==> src/rtl/uart_pkg.sv <==
// Shared UART definitions: receiver state encoding and default line constants
// used by both uart_rx and uart_tx.
package uart_pkg;

    typedef enum logic [1:0] {
        IDLE  = 2'd0,
        START = 2'd1,
        DATA  = 2'd2,
        STOP  = 2'd3
    } uart_rx_state_e;

    localparam logic [31:0] UART_CLOCK_FREQ = 32'd50000000;
    localparam logic [31:0] UART_BAUDRATE   = 32'd115200;
    localparam logic [31:0] UART_BAUD_DIV   = UART_CLOCK_FREQ / UART_BAUDRATE;
    localparam int          UART_DATA_BITS  = 8;

endpackage

==> src/rtl/uart_rx_sync.sv <==
// Two-flop synchroniser for the serial input plus a falling-edge detector
// that only fires after a real high level has been seen on the line.
module uart_rx_sync (
    input  logic clk,
    input  logic rst,
    input  logic din,
    output logic dout,
    output logic fall
);

    logic       s1;
    logic       s2;
    logic       d;
    logic [2:0] fill;

    // fill[2] marks that d holds a sampled line value rather than the reset 1,
    // so a line held low through reset is never mistaken for a start edge.
    always_ff @(posedge clk) begin
        if (rst) begin
            s1   <= 1'b1;
            s2   <= 1'b1;
            d    <= 1'b1;
            fill <= 3'b000;
        end else begin
            s1   <= din;
            s2   <= s1;
            d    <= s2;
            fill <= {fill[1:0], 1'b1};
        end
    end

    assign dout = s2;
    assign fall = fill[2] & d & ~s2;

endmodule

==> src/rtl/uart_rx.sv <==
// 8N1 UART receiver: mid-bit sampling, start-glitch rejection, framing-error flag.
// rx_done is a valid-only strobe with no ready: rx_data is valid in that cycle and holds until the next good frame.
module uart_rx
    import uart_pkg::*;
#(
    parameter logic [31:0] CLOCK_FREQ = UART_CLOCK_FREQ,
    parameter logic [31:0] BAUDRATE   = UART_BAUDRATE,
    parameter logic [31:0] BAUD_DIV   = CLOCK_FREQ / BAUDRATE,
    parameter logic [31:0] HALF_DIV   = BAUD_DIV / 2
) (
    input  logic       clk,
    input  logic       rst,
    input  logic       serial_rxd,
    output logic [7:0] rx_data,
    output logic       rx_done,
    output logic       frame_err,
    output logic       rx_busy
);

    localparam logic [15:0] BIT_LAST  = 16'(BAUD_DIV - 32'd1);
    localparam logic [15:0] HALF_LAST = 16'(HALF_DIV - 32'd1);

    uart_rx_state_e             state;
    logic [15:0]                baud_cnt;
    logic [2:0]                 bit_cnt;
    logic [UART_DATA_BITS-1:0]  shift;
    logic                       rxd_s;
    logic                       rxd_fall;

    uart_rx_sync u_sync (
        .clk  (clk),
        .rst  (rst),
        .din  (serial_rxd),
        .dout (rxd_s),
        .fall (rxd_fall)
    );

    always_ff @(posedge clk) begin
        if (rst) begin
            state     <= IDLE;
            baud_cnt  <= 16'd0;
            bit_cnt   <= 3'd0;
            shift     <= '0;
            rx_data   <= 8'h00;
            rx_done   <= 1'b0;
            frame_err <= 1'b0;
            rx_busy   <= 1'b0;
        end else begin
            rx_done   <= 1'b0;
            frame_err <= 1'b0;
            case (state)
                IDLE: begin
                    baud_cnt <= 16'd0;
                    if (rxd_fall) begin
                        state   <= START;
                        rx_busy <= 1'b1;
                    end
                end
                START: begin
                    if (baud_cnt == HALF_LAST) begin
                        baud_cnt <= 16'd0;
                        if (!rxd_s) begin
                            state <= DATA;
                        end else begin
                            state   <= IDLE;
                            rx_busy <= 1'b0;
                        end
                    end else begin
                        baud_cnt <= baud_cnt + 16'd1;
                    end
                end
                DATA: begin
                    if (baud_cnt == BIT_LAST) begin
                        baud_cnt <= 16'd0;
                        shift    <= {rxd_s, shift[UART_DATA_BITS-1:1]};
                        bit_cnt  <= bit_cnt + 3'd1;
                        if (bit_cnt == 3'd7) begin
                            state <= STOP;
                        end
                    end else begin
                        baud_cnt <= baud_cnt + 16'd1;
                    end
                end
                STOP: begin
                    // Leave at the stop-bit midpoint so a zero-idle next start edge is caught.
                    if (baud_cnt == BIT_LAST) begin
                        baud_cnt <= 16'd0;
                        state    <= IDLE;
                        rx_busy  <= 1'b0;
                        if (rxd_s) begin
                            rx_data <= shift;
                            rx_done <= 1'b1;
                        end else begin
                            frame_err <= 1'b1;
                        end
                    end else begin
                        baud_cnt <= baud_cnt + 16'd1;
                    end
                end
                default: begin
                    state    <= IDLE;
                    baud_cnt <= 16'd0;
                    rx_busy  <= 1'b0;
                end
            endcase
        end
    end

endmodule
==> config.mk <==
export PLATFORM = sky130hd
export DESIGN_NAME = uart_rx
export DESIGN_NICKNAME = d
export VERILOG_FILES = /design/src/rtl/uart_pkg.sv /design/src/rtl/uart_rx_sync.sv /design/src/rtl/uart_rx.sv
export SDC_FILE = /design/constraint.sdc
export NUM_CORES = 1
export LEC_CHECK = 0
export BUFFER_PORTS_ARGS = -buffer_cell sky130_fd_sc_hd__buf_2
export CAP_MARGIN = 20
export CORE_AREA = 2 2 73 75
export CTS_CLUSTER_DIAMETER = 50
export CTS_CLUSTER_SIZE = 16
export DETAILED_ROUTE_END_ITERATION = 8
export DIE_AREA = 0 0 75 77
export MAX_ROUTING_LAYER = met4
export PLACE_DENSITY_LB_ADDON = 0.15
export SYNTH_ARGS = -nofsm -noshare
export SYNTH_HDL_FRONTEND = slang
export SYNTH_SLANG_ARGS = --single-unit
==> constraint.sdc <==
create_clock -name clk -period 1.8 [get_ports clk]
set_input_delay 0.09 -clock clk [delete_from_list [all_inputs] [get_ports clk]]
set_output_delay 0.09 -clock clk [all_outputs]
set_load 0.01 [all_outputs]
==> results of run 1 <==
==> where the power goes <==
group          leakage, nW  switching [W]  internal (W)
clock               0.0441       0.000353      0.000273
sequential           0.372     0.00000246       0.00102
combinational        0.517      0.0000157    0.00000941
==> routing by layer <==
layer | wire length (microns) | global-route usage, %
met4 | 39 | 5.18
met2 | 1600 | 21.4
met1 | 1970 | 20.7
met5 | 0 | -
met3 | 101 | 3.29
==> registers in the layout (all words and copies together), names as in the netlist, named ones only <==
register / cells
baud_cnt: 16
rx_data: 8
shift: 8
bit_cnt: 3
u_sync.fill: 3
frame_err: 1
rx_busy: 1
rx_done: 1
state: 1
u_sync.d: 1
u_sync.dout: 1
u_sync.s1: 1
==> stage by stage <==
stage | total power, W | hold slack (ns)
after floorplan | 0.00106 | 0.194
after global placement | 0.00107 | 0.274
after detailed placement | 0.00107 | 0.279
after CTS | 0.00171 | 0.0790
after global routing | 0.00176 | 0.102
final | 0.00168 | 0.0867
==> worst register-to-register path, cell delays in order, from the launching register on <==
cell and delay, ns:
dfxtp_1 0.39, ha_1 0.16, and4bb_1 0.26, nand4_4 0.10
or3_1 0.36, buf_4 0.19, mux2i_1 0.12
==> worst min-delay path by stage <==
stage | depth (start not counted) | endpoint | from | slack [ns]
5_1_grt | 2 | u_sync.fill[0]$_DFF_P_ | rst | 0.10
4_1_cts | 2 | u_sync.fill[0]$_DFF_P_ | rst | 0.08
6_report | 2 | u_sync.fill[0]$_DFF_P_ | rst | 0.09
3_5_place_dp | 2 | u_sync.s1$_SDFF_PP1_ | serial_rxd | 0.28
2_1_floorplan | 1 | u_sync.s1$_SDFF_PP1_ | serial_rxd | 0.19
3_3_place_gp | 2 | u_sync.s1$_SDFF_PP1_ | serial_rxd | 0.27
==> what timing repair did <==
item                       in CTS  in global routing
hold endpoints to repair        1                  0
buffers inserted                0                  0
hold buffers                    1                  0
setup endpoints to repair       0                  0
==> cell families after synthesis <==
family,after synthesis,share of synthesized area (%)
muxes,15,7.75
adders and majority gates,5,3.23
and+or+nand+nor,91,26.1
DFF,46,47.5
xor gates and xnor gates,14,6.33
AOI/OAI and AO/OA,17,5.55
buffers and inverters,16,3.55
==> layout by cell type, fill, tap and decap left out, types with 2 or more instances in the layout <==
| cell | n |
|---|---|
| clkbuf_8 | 5 |
| nor3_1 | 5 |
| dfxtp_1 | 46 |
| nor2_1 | 22 |
| nand3_1 | 8 |
| o21ai_0 | 7 |
| a21oi_1 | 5 |
| and3_1 | 3 |
| nand2_1 | 23 |
| xor2_1 | 2 |
| buf_2 | 13 |
| or3_1 | 2 |
| inv_1 | 8 |
| nor4_1 | 6 |
| nor2b_1 | 4 |
| or2_2 | 2 |
| xnor2_1 | 12 |
| buf_4 | 15 |
| mux2i_1 | 15 |
| nand4_1 | 5 |
| ha_1 | 5 |
| nor4_4 | 2 |
==> layout make-up <==
class | instances | area, sq um | area share [%]
sequential | 46 | 921 | 40.2
tap | 70 | 87.6 | 3.83
clock inverter | 3 | 21.3 | 0.929
timing repair buffer | 30 | 208 | 9.08
multi-input combinational | 142 | 948 | 41.4
clock buffer | 5 | 68.8 | 3.01
inverter | 9 | 33.8 | 1.48
==> reports/qor.txt, run 1 <==
Worst-skew pair later-pin latency: 0.29 ns
Largest area contributor in the netlist: dfxtp_1
Worst r2r src: baud_cnt[0]$_SDFF_PP0_
Hold WC Path Type: in2reg
EDFF count, synth: 0
Crit path buffers/inverters: 1
Starting Density: 38.9%
Syn avg cell area: 9.50 sq um
Post-DRT Antenna Nets: 0
Core ar.: 0.00498 sq mm
Resize count post-CTS: 0
Port buffer count: 13
Num Clock Sinks: 46
Yosys cell types: 37
Endpoints failing hold: 0
Fin. max-slew vios: 0
Count leader, synth: dfxtp_1
Top post-synthesis cells by area: dfxtp_1 (48%), mux2i_1 (7.7%), xnor2_1 (5.4%)
Pleak: 0.932 nW
Sequential cell area fraction in the yosys report: 47.5%
CP startpoint kind: flip-flop
GRT Overall Usage: 15.0%
RR Endpoint: rx_data[4]$_SDFFE_PP0P_
Max stage delay cell, worst path: dfxtp_1
First-pass GRT wire length: 6580 microns
Die width: 75 microns
Core occupancy in the finished layout: 46.0%
Ports: 14
Drt wl/cell: 12.1 microns
Peak supply drop: 0.000387 V
WP data required: 1.99 ns
FF-to-FF setup slack: 0.11 ns
Dpl hpwl: 2590 microns
Routed via count: 1,469
Antenna violations before repair: 0
Synth Register Bits: 46
Final setup viols: 0
Final RePlAce weighted congestion: 0.800
CTS Buffer Depth: 2
CP cell instances: ha_1 > and4bb_1 > nand4_4 > or3_1 > buf_4 > mux2i_1
Post-synth top flop: dfxtp_1
Synthesized instance count: 204
Max_cap viols: 0
CTS tree: built
Net Count, Synth: 212
CP max FO: 9
Vias in the first global route: 1,427
Clock transition at the registers of the reported paths: 0.09 ns
Outcome: finished clean
FMAX: 591 MHz
Drc violations: 0
DRT Pass-1 Iters: 4
Via/cell ratio: 4.82
# fillers: 508
Post-synth top cells: dfxtp_1 (46), nand2_1 (23), nor2_1 (22), mux2i_1 (15), xnor2_1 (12)
Post-route cell area: 0.00229 sq mm
Synth top area share: 47.5%
Fin crit share: 94.0%
Synth Warn #: 0
Setup TNS: 0 ns
Post-Syn Area: 0.00194 sq mm
Arr. time, crit path: 1.88 ns
Nets: 242
Crit path to: rx_data[4]$_SDFFE_PP0P_
WL final: 3700 microns
RSZ-0062 raised after global routing: false
Actual slew at the worst max-slew pin: 0.385 ns
Antenna diode count: 0
Crit Path Class: reg2reg
Share of layout cells above drive strength 1: 18.7%
Async SR Flop Fraction: 0%
Clock Skew: 0.00561 ns
Post-Place Worst Slack: 0.107 ns
Remaining global-route overflow: 0
Die Height: 77 microns
Rel. slew slack: 74.1%
Area grow syn2layout: 18.1%
Placed Area: 0.00219 sq mm
Worst Setup SP: baud_cnt[0]$_SDFF_PP0_
Final setup margin: 0.107 ns
H-tree depth: 2
Cells on worst reg2reg path: 6
Die area: 0.00578 sq mm
Top Family by Delay on Critical Path: simple AND/OR/NAND/NOR gates
Dpl cells: 296
Final min period: 1.69 ns
Non-filler cells, final: 305
Core Rows: 26
CP max stage delay: 0.39 ns
TritonCTS buffer count: 5
Root Driver: clkbuf_8
WP depth: 6
Crit. End Element: flip-flop
Drt first-iter violations: 77
PwrDens: 733 mW/mm^2
Largest net degree at the start of global routing: 19
Note: power is estimated with default switching activity, not from simulation.
==> run 2, diff against run 1 <==
CORE_AREA = 2 2 60 91   (was 2 2 73 75)
DIE_AREA = 0 0 62 93   (was 0 0 75 77)
==> run 2 against run 1 <==
  * First-iteration DRC count fell by 31%
  * Register-to-register slack improved by 0.04 ns
  * Worst setup slack improved by 0.040 ns
  * Largest cell class unchanged
==> reports/qor.txt, run 2 (synthesis results as in run 1) <==
Commonest non-fill, non-tap cells in the layout: dfxtp_1 (46), nand2_1 (23), nor2_1 (22) (unchanged)
PwrDens: 777 mW/mm^2 (was 733 mW/mm^2)
Most common cell after layout, fill and taps aside: dfxtp_1 (unchanged)
Drt wl/cell: 12.3 microns (was 12.1 microns)
Vias in the first global route: 1,444 (was 1,427)
RSZ-0062 raised after global routing: false (unchanged)
TritonCTS buffer count: 5 (unchanged)
Largest net degree at the start of global routing: 20 (was 19)
Crit. End Element: flip-flop (unchanged)
Post-Place Worst Slack: -0.0224 ns (was 0.107 ns)
Pleak: 0.951 nW (was 0.932 nW)
Root Driver: clkbuf_8 (unchanged)
Die width: 62 microns (was 75 microns)
Max reg flops: 16 (unchanged)
Remaining global-route overflow: 0 (unchanged)
Rel. slew slack: 76.0% (was 74.1%)
Final RePlAce weighted congestion: 0.786 (was 0.800)
CTS tree: built (unchanged)
Core Rows: 32 (was 26)
Final setup viols: 0 (unchanged)
Crit Path Class: reg2reg (unchanged)
Max_cap viols: 0 (unchanged)
Nets: 244 (was 242)
Final setup margin: 0.148 ns (was 0.107 ns)
Top flop regs: baud_cnt: 16 flops, rx_data: 8 flops, shift: 8 flops (unchanged)
Antenna violations before repair: 0 (unchanged)
Arr. time, crit path: 1.84 ns (was 1.88 ns)
Worst-skew pair later-pin latency: 0.29 ns (about the same)
Die area: 0.00577 sq mm (was 0.00578 sq mm)
Post-CTS Setup Repair Bufs: 0 (unchanged)
Fin crit share: 91.8% (was 94.0%)
CP startpoint kind: flip-flop (unchanged)
Dpl cells: 296 (unchanged)
Core ar.: 0.00500 sq mm (was 0.00498 sq mm)
Non-filler cells, final: 305 (unchanged)
DRT Pass-1 Iters: 4 (unchanged)
Top reg by flops: baud_cnt (unchanged)
WP data required: 1.98 ns (was 1.99 ns)
WL final: 3760 microns (was 3700 microns)
Fin. max-slew vios: 0 (unchanged)
Final min period: 1.65 ns (was 1.69 ns)
Hold WC Path Type: in2reg (unchanged)
CP max FO: 16 (was 9)
Port buffer count: 13 (unchanged)
Worst Setup SP: baud_cnt[1]$_SDFF_PP0_ (was baud_cnt[0]$_SDFF_PP0_)
Drt first-iter violations: 53 (was 77)
Routed via count: 1,461 (was 1,469)
Share of layout cells above drive strength 1: 19.8% (was 18.7%)
Setup TNS: 0 ns (unchanged)
Area grow syn2layout: 20.1% (was 18.1%)
Actual slew at the worst max-slew pin: 0.358 ns (was 0.385 ns)
FMAX: 605 MHz (was 591 MHz)
Ports: 14 (unchanged)
CTS Buffer Depth: 2 (unchanged)
Clock transition at the registers of the reported paths: 0.09 ns (about the same)
H-tree depth: 2 (unchanged)
First-pass GRT wire length: 6550 microns (was 6580 microns)
GRT Overall Usage: 15.5% (was 15.0%)
Dpl hpwl: 2790 microns (was 2590 microns)
Clock Skew: 0.00939 ns (was 0.00561 ns)
Hold_sp: rst (unchanged)
Via/cell ratio: 4.79 (was 4.82)
Worst r2r src: baud_cnt[1]$_SDFF_PP0_ (was baud_cnt[0]$_SDFF_PP0_)
Starting Density: 38.7% (was 38.9%)
Die Height: 93 microns (was 77 microns)
# fillers: 523 (was 508)
Num Clock Sinks: 46 (unchanged)
Antenna diode count: 0 (unchanged)
Outcome: finished clean (unchanged)
Endpoints failing hold: 0 (unchanged)
Peak supply drop: 0.000430 V (was 0.000387 V)
Post-DRT Antenna Nets: 0 (unchanged)
Drc violations: 0 (unchanged)
[run 2: layer usage]
metal / wire (microns) / global-route usage [%]
met5: 0 / -
met4: 57 / 5.32
met3: 92 / 3.32
met2: 2040 / 27.4
met1: 1570 / 16.2
[run 2: layout make-up]
cell class / instances / area, sq um / area share, %
Inverter: 9 / 33.8 / 1.45
Sequential cell: 46 / 921 / 39.6
Clock inverter: 2 / 37.5 / 1.61
Tap cell: 68 / 85.1 / 3.66
Clock buffer: 6 / 72.6 / 3.12
Timing Repair Buffer: 32 / 223 / 9.57
Multi-Input combinational cell: 142 / 955 / 41.0
[run 2: metrics by stage]
stage	cell area, sq um	power [W]	util [%]	hold slack, ns
final	2330	0.00181	46.5	0.141
after global routing	2330	0.00188	46.5	0.142
after CTS	2330	0.00184	46.5	0.128
after detailed placement	2200	0.00107	44.0	0.278
after global placement	2200	0.00107	44.0	0.274
after floorplan	1940	0.00106	-	0.194
[run 2: critical path, stage by stage, from the launching register on]
cell      delay [ns]
dfxtp_1         0.32
inv_1           0.07
ha_1            0.13
and4bb_1        0.28
nand4_4         0.11
buf_4           0.19
a22oi_2         0.21
buf_12          0.17
nor2_1          0.05
[run 2: path summary, 6_finish.rpt]
check	to	slack (ns)	cells after the start
hold reg to reg	u_sync.dout$_SDFF_PP1_	0.42	1
setup / recovery	baud_cnt[8]$_SDFF_PP0_	0.15	8
hold / removal	u_sync.fill[2]$_SDFF_PP0_	0.14	2
setup reg to reg	baud_cnt[8]$_SDFF_PP0_	0.15	8
[run 2: power by group]
part           internal (W)  total (W)  switching (W)  leakage [nW]
clock network      0.000414   0.000758       0.000344        0.0514
registers           0.00102    0.00103     0.00000250         0.372
logic            0.00000941  0.0000254      0.0000160         0.528
total               0.00145    0.00181       0.000362         0.951
[run 2: timing repair]
action | 4_1_cts | 5_1_grt
hold buffers | 1 | 0
resized for setup | 1 | 1
endpoints found under the hold margin | 1 | 0
endpoints found under the setup margin | 8 | 1
==> run 3, diff against run 2 <==
CORE_AREA = 5 5 63 94   (was 2 2 60 91)
DIE_AREA = 0 0 68 99   (was 0 0 62 93)
==> run 3 against run 2 <==
  * First-iteration DRC count is 43% higher
  * Worst setup slack lost 0.0089 ns
  * Flip-flop and latch count is the same
  * Worst hold slack worse by 0.0081 ns
  * Non-clock buffer count decreased by 1
==> reports/qor.txt, run 3 (synthesis results as in run 1) <==
Post-CTS Setup Repair Bufs: 0 (unchanged)
Part of the power in registers: 51.7% (was 56.7%)
WL final: 3830 microns (was 3760 microns)
Die area: 0.00673 sq mm (was 0.00577 sq mm)
Worst r2r src: baud_cnt[2]$_SDFF_PP0_ (was baud_cnt[1]$_SDFF_PP0_)
Hold_sp: rst (unchanged)
Top Layer Used: met4 (unchanged)
Fin crit share: 92.3% (was 91.8%)
H-tree depth: 2 (unchanged)
Switching power: 0.000361 W (was 0.000362 W)
Peak supply drop: 0.000329 V (was 0.000430 V)
DRT Pass-1 Iters: 4 (unchanged)
Worst Hold End: rx_done$_SDFF_PP0_ (was u_sync.fill[2]$_SDFF_PP0_)
# fillers: 501 (was 523)
Num Clock Sinks: 46 (unchanged)
Final RePlAce weighted congestion: 0.764 (was 0.786)
Int Pwr: 0.00162 W (was 0.00145 W)
Part of the power in combinational logic: 1.2% (was 1.4%)
Top flop regs: baud_cnt: 16 flops, rx_data: 8 flops, shift: 8 flops (unchanged)
Die width: 68 microns (was 62 microns)
Drc violations: 0 (unchanged)
Via/cell ratio: 4.75 (was 4.79)
Post-DRT Antenna Nets: 0 (unchanged)
Arr. time, crit path: 1.85 ns (was 1.84 ns)
Fin. max-slew vios: 0 (unchanged)
Area grow syn2layout: 21.4% (was 20.1%)
Crit. End Element: flip-flop (unchanged)
CP max FO: 6 (was 16)
Core ar.: 0.00500 sq mm (unchanged)
First-pass GRT wire length: 6510 microns (was 6550 microns)
Commonest non-fill, non-tap cells in the layout: dfxtp_1 (46), nand2_1 (23), nor2_1 (22) (unchanged)
Largest net degree at the start of global routing: 20 (unchanged)
Final setup margin: 0.139 ns (was 0.148 ns)
Final min period: 1.66 ns (was 1.65 ns)
Drt wl/cell: 12.6 microns (was 12.3 microns)
Hold WC Path Type: in2reg (unchanged)
Clk pwr share: 47.1% (was 41.9%)
Wl on met1: 1640 microns (was 1570 microns)
Port buffer count: 13 (unchanged)
Core Rows: 32 (unchanged)
RSZ-0062 raised after global routing: false (unchanged)
Pleak: 0.966 nW (was 0.951 nW)
Non-filler cells, final: 304 (was 305)
Dpl cells: 295 (was 296)
Nets: 243 (was 244)
Clock transition at the registers of the reported paths: 0.08 ns (was 0.09 ns)
Max reg flops: 16 (unchanged)
PwrDens: 843 mW/mm^2 (was 777 mW/mm^2)
CP startpoint kind: flip-flop (unchanged)
Post-Place Worst Slack: -0.0219 ns (was -0.0224 ns)
Routed via count: 1,444 (was 1,461)
TritonCTS buffer count: 5 (unchanged)
Die Height: 99 microns (was 93 microns)
FMAX: 602 MHz (was 605 MHz)
GRT Overall Usage: 13.1% (was 15.5%)
Most common cell after layout, fill and taps aside: dfxtp_1 (unchanged)
Root Driver: clkbuf_8 (unchanged)
Top reg by flops: baud_cnt (unchanged)
WL met3: 103 microns (was 92 microns)
Clock Skew: 0.00831 ns (was 0.00939 ns)
Rel. slew slack: 65.8% (was 76.0%)
Worst hold slack: 0.132 ns (was 0.141 ns)
Antenna violations before repair: 0 (unchanged)
FF-to-FF setup slack: 0.14 ns (was 0.15 ns)
Outcome: finished clean (unchanged)
Actual slew at the worst max-slew pin: 0.509 ns (was 0.358 ns)
Share of layout cells above drive strength 1: 19.9% (was 19.8%)
Endpoints failing hold: 0 (unchanged)
WP data required: 1.99 ns (was 1.98 ns)
Drt first-iter violations: 76 (was 53)
Remaining global-route overflow: 0 (unchanged)
Starting Density: 38.7% (unchanged)
Sw frac: 18.2% (was 20.0%)
Antenna diode count: 0 (unchanged)
Power, Total: 0.00198 W (was 0.00181 W)
CTS Buffer Depth: 2 (unchanged)
Cells on worst reg2reg path: 4 (was 8)
Dpl hpwl: 2800 microns (was 2790 microns)
Final setup viols: 0 (unchanged)
Ports: 14 (unchanged)
Vias in the first global route: 1,386 (was 1,444)
Max_cap viols: 0 (unchanged)
RR Endpoint: state[0]$_SDFFE_PP0P_ (was baud_cnt[8]$_SDFF_PP0_)
Hold depth: 2 (unchanged)
Worst-skew pair later-pin latency: 0.30 ns (was 0.29 ns)
Crit Path Class: reg2reg (unchanged)
Met2 wire len: 2010 microns (was 2040 microns)
CTS tree: built (unchanged)
Setup TNS: 0 ns (unchanged)
-- run 3: worst max-delay path, stage by stage, from the launching register on --
cell and delay [ns]:
dfxtp_1 0.34, nor4_4 0.41, and4_2 0.38, o21ai_0 0.14, o31a_1 0.29
-- run 3: power groups by stage --
stage / sequential, W / combinational (W) / clock [W]
after CTS: 0.00103 / 0.0000236 / 0.000960
after global placement: 0.00105 / 0.0000221 / 0
after global routing: 0.00103 / 0.0000265 / 0.000995
after floorplan: 0.00105 / 0.0000140 / 0
final: 0.00103 / 0.0000233 / 0.000935
after detailed placement: 0.00105 / 0.0000218 / 0
-- run 3: worst max-delay path by stage --
stage | cells past startpoint | slack, ns | startpoint | end
global placement | 6 | 0.02 | baud_cnt[1]$_SDFF_PP0_ | rx_data[6]$_SDFFE_PP0P_
finish | 4 | 0.14 | baud_cnt[2]$_SDFF_PP0_ | state[0]$_SDFFE_PP0P_
global route | 4 | 0.02 | baud_cnt[12]$_SDFF_PP0_ | state[0]$_SDFFE_PP0P_
detailed placement | 6 | -0.02 | baud_cnt[1]$_SDFF_PP0_ | rx_data[4]$_SDFFE_PP0P_
CTS | 6 | 0.06 | baud_cnt[1]$_SDFF_PP0_ | state[0]$_SDFFE_PP0P_
floorplan | 6 | 0.09 | baud_cnt[0]$_SDFF_PP0_ | rx_data[1]$_SDFFE_PP0P_
-- run 3: final cells by class --
class	count	area, sq um	share of cell area [%]
multi-input combinational	142	955	40.6
sequential	46	921	39.1
timing repair buffer	31	215	9.15
tap	68	85.1	3.62
clock buffer	6	82.6	3.51
clock inverter	2	60.1	2.55
inverter	9	33.8	1.44
-- run 3: stage by stage --
step	utilization [%]	area, sq um
floorplan	-	1940
global placement	43.8	2190
detailed placement	43.8	2190
CTS	47.0	2350
global route	47.0	2350
finish	47.0	2350
-- run 3: timing repair --
action | 4_1_cts | 5_1_grt
endpoints found under the hold margin | 1 | 0
hold buffers | 1 | 0
setup endpoints to repair | 8 | 1
gates resized for setup | 1 | 1
-- run 3: routing by layer --
layer / GRT usage, % / vias to the layer above
met5: - / -
met4: 5.51 / 0
met3: 3.42 / 7
met2: 21.0 / 15
met1: 15.3 / 665
li1: - / 757
